==> src/rtl/trap_sequencer.sv <==
// trap_sequencer: central trap controller for the core.
// Picks one synchronous exception by fixed priority (source 0 highest),
// captures mepc/mcause/mtval, flushes the pipeline, waits for it to drain
// and redirects fetch to mtvec. An mret takes the same path towards mepc.
// Optional macro TRAP_SEQ_COUNT_EN adds a saturating accepted-trap counter;
// without it trap_count_o is tied to zero.
module trap_sequencer #(
    parameter int              XLEN        = 32,
    parameter int              NUM_SRC     = 4,
    parameter logic [XLEN-1:0] MTVEC_RESET = 'h100
) (
    input  logic                    clk,
    input  logic                    reset_n,
    input  logic [NUM_SRC-1:0]      exc_valid_i,
    input  logic [NUM_SRC*5-1:0]    exc_cause_i,
    input  logic [NUM_SRC*XLEN-1:0] exc_pc_i,
    input  logic [NUM_SRC*XLEN-1:0] exc_tval_i,
    input  logic                    mret_i,
    input  logic                    pipe_empty_i,
    input  logic                    redirect_ready_i,
    input  logic                    csr_we_i,
    input  logic [1:0]              csr_sel_i,
    input  logic [XLEN-1:0]         csr_wdata_i,
    output logic [NUM_SRC-1:0]      exc_ack_o,
    output logic                    flush_o,
    output logic                    redirect_valid_o,
    output logic [XLEN-1:0]         redirect_pc_o,
    output logic                    trap_busy_o,
    output logic [XLEN-1:0]         mtvec_o,
    output logic [XLEN-1:0]         mepc_o,
    output logic [XLEN-1:0]         mcause_o,
    output logic [XLEN-1:0]         mtval_o,
    output logic [31:0]             trap_count_o
);

    typedef enum logic [1:0] {
        IDLE,
        FLUSH,
        REDIRECT
    } state_t;

    state_t state;

    logic [XLEN-1:0]    target;
    logic [XLEN-1:0]    mtvec;
    logic [XLEN-1:0]    mepc;
    logic [XLEN-1:0]    mcause;
    logic [XLEN-1:0]    mtval;

    logic               any_exc;
    logic               accept_exc;
    logic [NUM_SRC-1:0] win_onehot;
    logic [4:0]         win_cause;
    logic [XLEN-1:0]    win_pc;
    logic [XLEN-1:0]    win_tval;

    // Fixed-priority select: scanning downwards leaves the lowest set index as winner
    always_comb begin
        any_exc    = 1'b0;
        win_onehot = '0;
        win_cause  = '0;
        win_pc     = '0;
        win_tval   = '0;
        for (int k = NUM_SRC - 1; k >= 0; k--) begin
            if (exc_valid_i[k]) begin
                any_exc       = 1'b1;
                win_onehot    = '0;
                win_onehot[k] = 1'b1;
                win_cause     = exc_cause_i[k*5 +: 5];
                win_pc        = exc_pc_i[k*XLEN +: XLEN];
                win_tval      = exc_tval_i[k*XLEN +: XLEN];
            end
        end
    end

    assign accept_exc = (state == IDLE) && any_exc;

    assign mtvec_o  = mtvec;
    assign mepc_o   = mepc;
    assign mcause_o = mcause;
    assign mtval_o  = mtval;

    // Trap FSM with CSR file; capture is written after the CSR write so it wins on a clash
    always_ff @(posedge clk or negedge reset_n) begin
        if (!reset_n) begin
            state            <= IDLE;
            exc_ack_o        <= '0;
            flush_o          <= 1'b0;
            redirect_valid_o <= 1'b0;
            redirect_pc_o    <= '0;
            trap_busy_o      <= 1'b0;
            target           <= '0;
            mtvec            <= MTVEC_RESET;
            mepc             <= '0;
            mcause           <= '0;
            mtval            <= '0;
        end else begin
            exc_ack_o <= '0;

            if (csr_we_i) begin
                case (csr_sel_i)
                    2'd0:    mtvec  <= {csr_wdata_i[XLEN-1:2], 2'b00};
                    2'd1:    mepc   <= csr_wdata_i;
                    2'd2:    mcause <= csr_wdata_i;
                    default: mtval  <= csr_wdata_i;
                endcase
            end

            case (state)
                IDLE: begin
                    if (accept_exc) begin
                        exc_ack_o   <= win_onehot;
                        mepc        <= win_pc;
                        mtval       <= win_tval;
                        mcause      <= {{(XLEN-5){1'b0}}, win_cause};
                        target      <= mtvec;
                        flush_o     <= 1'b1;
                        trap_busy_o <= 1'b1;
                        state       <= FLUSH;
                    end else if (mret_i) begin
                        target      <= mepc;
                        flush_o     <= 1'b1;
                        trap_busy_o <= 1'b1;
                        state       <= FLUSH;
                    end
                end
                FLUSH: begin
                    if (pipe_empty_i) begin
                        flush_o          <= 1'b0;
                        redirect_valid_o <= 1'b1;
                        redirect_pc_o    <= target;
                        state            <= REDIRECT;
                    end
                end
                REDIRECT: begin
                    if (redirect_ready_i) begin
                        redirect_valid_o <= 1'b0;
                        trap_busy_o      <= 1'b0;
                        state            <= IDLE;
                    end
                end
                default: begin
                    state <= IDLE;
                end
            endcase
        end
    end

`ifdef TRAP_SEQ_COUNT_EN
    logic [31:0] trap_count;

    // Saturating count of accepted exceptions; mret does not count
    always_ff @(posedge clk or negedge reset_n) begin
        if (!reset_n) begin
            trap_count <= '0;
        end else if (accept_exc && (trap_count != 32'hFFFF_FFFF)) begin
            trap_count <= trap_count + 32'd1;
        end
    end

    assign trap_count_o = trap_count;
`else
    assign trap_count_o = 32'd0;
`endif

endmodule

==> config.mk <==
export PLATFORM = sky130hd
export DESIGN_NAME = trap_sequencer
export DESIGN_NICKNAME = d
export VERILOG_FILES = /design/src/rtl/trap_sequencer.sv
export SDC_FILE = /design/constraint.sdc
export NUM_CORES = 1
export LEC_CHECK = 0
export CAP_MARGIN = 0
export CORE_AREA = 2 2 199 201
export CTS_CLUSTER_DIAMETER = 100
export DETAILED_ROUTE_END_ITERATION = 7
export DIE_AREA = 0 0 201 203
export PLACE_DENSITY = 0.6
export SYNTH_ARGS = -nofsm -noshare
export SYNTH_HDL_FRONTEND = slang
export SYNTH_SLANG_ARGS = --single-unit
==> constraint.sdc <==
create_clock -name clk -period 3.6 [get_ports clk]
set_input_delay 0.72 -clock clk [delete_from_list [all_inputs] [get_ports clk]]
set_output_delay 0.72 -clock clk [all_outputs]
set_load 0.02 [all_outputs]
# After elaboration in Yosys (flattened, before gate mapping)
# Index checks and enable logic that the tools add are counted.
[op_classes]
reduce_logical = 15
muxes = 49
eq_ne = 7
[op_table]
columns = ["operator", "n"]
rows = [
  ["2-to-1 mux 32 bit", 22],
  ["2-to-1 mux 4 bit", 6],
  ["2-to-1 mux 5 bit", 4],
  ["AND reduction 3 bit", 4],
  ["2-to-1 mux 1 bit", 9],
  ["2-to-1 mux 2 bit", 4],
  ["nonzero test 2 bit", 4],
  ["case mux 1 bit (2 select lines)", 3],
  ["case mux 2 bit (3 select lines)", 1],
  ["AND reduction 2 bit", 3],
  ["== test 2 x 1 -> 1 bit, second input constant", 2],
  ["== test 2 bit, second input constant", 2],
  ["logical NOT 2 bit", 2],
  ["inequality test 2 bit, second input constant", 2],
  ["inequality test 3 bit, second input constant", 1],
  ["OR reduction 3 bit", 1],
  ["logical AND 1 bit", 1],
]
[totals]
out_inout_bits = 199
in_bits = 320
reg_bits = 199

# Longest topological paths before layout
[depth]
ltp_word = 7
ltp_mapped = 7

# Worst setup path before layout
# No wires, ideal clock.
[synth_path]
path_type = "input port to flip-flop"
startpoint = "input exc_valid_i[1]"
endpoint = "register mcause[0], in the netlist mcause_o[0]"
arrival_ns = 1.908
setup_time_ns = 0.133
setup_slack_ns = 1.559
path_stages = 6
path_cell_list = "buf_2 -> or4_1 -> clkbuf_1 -> nand2_2 -> buf_2 -> a32oi_1"
[synth_between]
elab_chain_len = 5
[synth_rtl]
columns = ["element", "line_no", "rtl"]
rows = [
  ["start: declaration", "14", "input logic [NUM_SRC-1:0] exc_valid_i,"],
  ["2-to-1 mux 1 bit (2 in a row)", "65", "if (exc_valid_i[k]) begin"],
  ["logical AND 1 bit", "76", "assign accept_exc = (state == IDLE) && any_exc;"],
  ["2-to-1 mux 32 bit (*)", "111", "if (accept_exc) begin"],
  ["2-to-1 mux 32 bit (*)", "109", "case (state)"],
  ["end signal: assignment", "104", "2'd2: mcause <= csr_wdata_i;"],
  ["end signal: assignment", "115", "mcause <= {{(XLEN-5){1'b0}}, win_cause};"],
  ["end: declaration", "47", "logic [XLEN-1:0] mcause;"],
]
# Every way passes the cells marked *; elsewhere a longest branch is shown, timed or not.
# A chain may end at the register's enable or synchronous reset.

# Worst setup path after layout
[layout_path]
startpoint = "input csr_sel_i[0]"
endpoint = "register mcause[11], in the netlist mcause_o[11]"
[layout_between]
elab_chain_len = 5
[layout_rtl]
columns = ["element", "line_no", "rtl"]
rows = [
  ["start: declaration", "22", "input logic [1:0] csr_sel_i,"],
  ["== test 2 bit (*)", "101", "case (csr_sel_i)"],
  ["2-to-1 mux 32 bit (*)", "101", ""],
  ["2-to-1 mux 32 bit (*)", "100", "if (csr_we_i) begin"],
  ["2-to-1 mux 32 bit", "111", ""],
  ["2-to-1 mux 32 bit (*)", "109", ""],
]
# Marks and branches as above.

==> qor.yml <==
initial_utilization_pct: 28.9
place.gp.congestion: 0.873
finish.net_count: 1900
grt_start_max_net_pins: 123
combinational_family_with_the_most_area_after_synthesis: "compound AO/OA/AOI/OAI gates"
input_output_buffers: 484
cts_tree: "yes"
post_drt_via_cell_ratio: 5.26
clock_tree.buffer_depth: 2
die_w_um: 201
clk_pin_slew_worst_paths_ps: 80
fmaxAchievable_ghz: 0.425
syn-cell-area_um2: 11100
yosys.area_share.xor_xnor_pct: 0
finish.utilization_pct: 43.8
floorplan.rows: 72
post-route-drc-count: 0
totalNegativeSetupSlack_ps: 0
die_footprint_um2: 40800
dp_hpwl_um: 36600
postRouteWirelength_um: 49900
yosys-mux-area-fraction_pct: 8.99
drive_above_1_share_pct: 8.16
antenna_left: 0
path_class: "in -> reg"
finalSetupViolations: 0
global_route_wire_length_before_repair_um: 72600
chipHeight_um: 203
netlist-cell-type-count: 39
reg2reg_setup_slack_ps: 1380
timing.critical_path.to_type: "flip-flop"
peakVddDrop_v: 0.000302
rsz0062_at_grt: "no"
critPathMaxStageDelay_ps: 770
final_max_slew_viol_count: 0
drt_first_pass_iters: 5
drv.max_cap_violation_count: 0
gr-max-usage-layer: "met2"
grtUsageMet1_pct: 31.9
compound_gate_fraction_of_synth_area_pct: 22.6
depth_of_the_worst_register_to_register_path: 5
run_status: "completed"
layout-area-overhead-vs-synth_pct: 51.5
tightestPinTransition_ps: 956
clock-root-buffer: "clkbuf_16"
synth.yosys.warnings: 0
top_level_ports: 519
core_um2: 38500
final.period_utilization_pct: 65.4
post_drt_wl_per_cell_um: 23.6
cts_buffers: 17
p_per_area_nw_per_um2: 681
insertion_delay_to_the_later_sink_of_the_worst_skew_pair_ps: 460
gr-usage-met3_pct: 4.86
htreeDepth: 4
clkSinkCount: 199
post_cts_resize_count: 0
final.setup_skew_ps: 11.2
timing.rr.end: "mepc_o[27]$_DFF_PN0_"
final.min_clock_period_ps: 2350
final_hold_viol_count: 0
synth_sequential_area_ratio_pct: 44.8
synth.ff_latch_count: 199
simple_gate_share_of_the_synthesized_area_pct: 14.3
global_route_overflow: 0
post-cts-setup-buffers: 0
detailedRoute.firstIterationViolations: 850
timing.critical_path.required_ps: 3930
reg2reg_launch_point: "state[0]$_DFFE_PN0P_"
crit_path_start_kind: "input port"
synthCells: 1182
cts_hold_buf: 0
sequential_cell_area_um2: 4980
route.vias.total: 11121
grt_pass1_vias: 11077
gr-usage-met2_pct: 39.0
maxSlewHeadroom_pct: 36.2
worst-endpoint-arrival_ps: 2690
worstPathCellList: "clkdlybuf4s50_1, nand3b_1, buf_4, nand2_1, a21oi_1"
area_of_the_multi_input_gates_um2: 5270
total_leakage_power_nw: 6.67
filler_cell_count: 3856
critical_path.max_fanout: 17
grt_usage_pct: 23.8
synth_fa_ha_area_share_pct: 0
antenna_found_initial: 4
hold_path.class: "in -> async"
synthesis.area_per_instance_um2: 9.40
timing.critical_path.slowest_stage_cell: "nand3b_1"
==> how the worst max path moves through the flow <==
stage / start / endpoint / slack, ps / cells after the start
floorplan: exc_valid_i[1] / mcause_o[0]$_DFF_PN0_ / 1560 / 6
global placement: csr_sel_i[0] / mcause_o[13]$_DFF_PN0_ / 780 / 5
detailed placement: csr_sel_i[0] / mcause_o[14]$_DFF_PN0_ / 730 / 5
CTS: csr_sel_i[0] / mcause_o[11]$_DFF_PN0_ / 1220 / 5
global route: csr_sel_i[0] / mcause_o[8]$_DFF_PN0_ / 1080 / 5
finish: csr_sel_i[0] / mcause_o[11]$_DFF_PN0_ / 1250 / 5
==> per-layer routing <==
metal  vias to the layer above  routed length (µm)
met2                       498               23600
met5                         -                   0
met3                        35                3620
met4                         0                 839
met1                      5547               21900
li1                       5041                   -
==> area by class of cell <==
cell class	instances	share of cell area [%]
diodes	4	0.0595
flip-flops and latches	199	29.6
repair buffers	502	30.1
clock inverters	12	0.870
inverters	70	1.56
clock buffers	20	2.71
multi-input cells	790	31.3
well taps	518	3.85
==> synthesized netlist by cell type (all sizes together) <==
cell type / number / share of area, %
conb: 1 / 0.034
o21ai: 32 / 1.4
a32oi: 69 / 5.4
inv: 70 / 2.4
mux2: 62 / 6.3
nand3b: 71 / 4.8
a211o: 1 / 0.079
mux2i: 30 / 2.7
or4: 1 / 0.068
a31o: 2 / 0.16
nor3: 1 / 0.045
buf: 78 / 4.3
and3b: 2 / 0.16
or2: 1 / 0.056
a221o: 69 / 6.2
nand2b: 1 / 0.056
a21boi: 1 / 0.068
clkbuf: 78 / 2.6
dfstp: 1 / 0.24
a21oi: 98 / 4.4
nor2: 6 / 0.23
nor4b: 1 / 0.079
nor3b: 3 / 0.25
nor4: 1 / 0.19
a211oi: 69 / 4.7
a221oi: 1 / 0.079
nand2: 198 / 6.7
and2: 1 / 0.056
and3: 3 / 0.17
nor2b: 1 / 0.056
nand3: 31 / 1.4
dfrtp: 198 / 45
==> layout by cell type, fill, tap and decap left out, types with 2 or more instances in the layout <==
| cell | n |
|---|---|
| clkinvlp_4 | 3 |
| a21oi_1 | 98 |
| o21ai_1 | 14 |
| and3_1 | 2 |
| nand3b_1 | 71 |
| clkbuf_8 | 2 |
| bufinv_16 | 2 |
| a221o_1 | 69 |
| inv_1 | 70 |
| clkinv_2 | 2 |
| conb_1 | 34 |
| nand2_1 | 196 |
| clkdlybuf4s50_1 | 479 |
| mux2i_1 | 30 |
| clkbuf_16 | 17 |
| buf_4 | 14 |
| o21ai_0 | 18 |
| dfrtp_1 | 198 |
| diode_2 | 4 |
| clkinv_4 | 2 |
| a211oi_1 | 69 |
| mux2_2 | 62 |
| a32oi_1 | 69 |
| nor2_1 | 4 |
| nor2_4 | 2 |
| nand3_1 | 30 |
| buf_12 | 7 |
| and3b_2 | 2 |
==> through the flow <==
stage / setup WS (ps) / cell area, µm² / power, mW / instances / hold slack, ps
after floorplan: 1560 / 11200 / 6.68 / 1215 / 424
after global placement: 783 / 16200 / 9.41 / 2079 / 481
after detailed placement: 732 / 16200 / 9.52 / 2079 / 492
after CTS: 1220 / 16800 / 11.5 / 2111 / 353
after global routing: 1080 / 16800 / 12.1 / 2114 / 381
final: 1250 / 16800 / 11.5 / 2115 / 307
==> power by group <==
group,switching (mW),internal [mW],total [mW]
Combinational,3.03,2.61,5.65
Clock,0.927,1.07,2.00
Sequential,0.662,3.15,3.81
Total,4.62,6.84,11.5
==> critical path: cells and delay by family <==
kind | cells | cell delay [ps]
AOI/OAI and AO/OA | 1 | 70
buffers and inverters | 2 | 1020
and+or+nand+nor | 2 | 870
==> state kept, by name, indices dropped and copies added (netlist names), 2 cells and up <==
name,flops
mcause_o,32
mepc_o,32
mtvec_o,30
mtval_o,32
target,32
exc_ack_o,4
state,2
redirect_pc_o,32
==> cell families after synthesis <==
| kind of cell | count (synthesis) |
|---|---|
| DFF | 199 |
| buffers and inverters | 226 |
| other | 1 |
| muxes | 92 |
| and+or+nand+nor | 322 |
| AOI/OAI and AO/OA | 342 |
No activity file was read; power rests on OpenSTA's default activity.
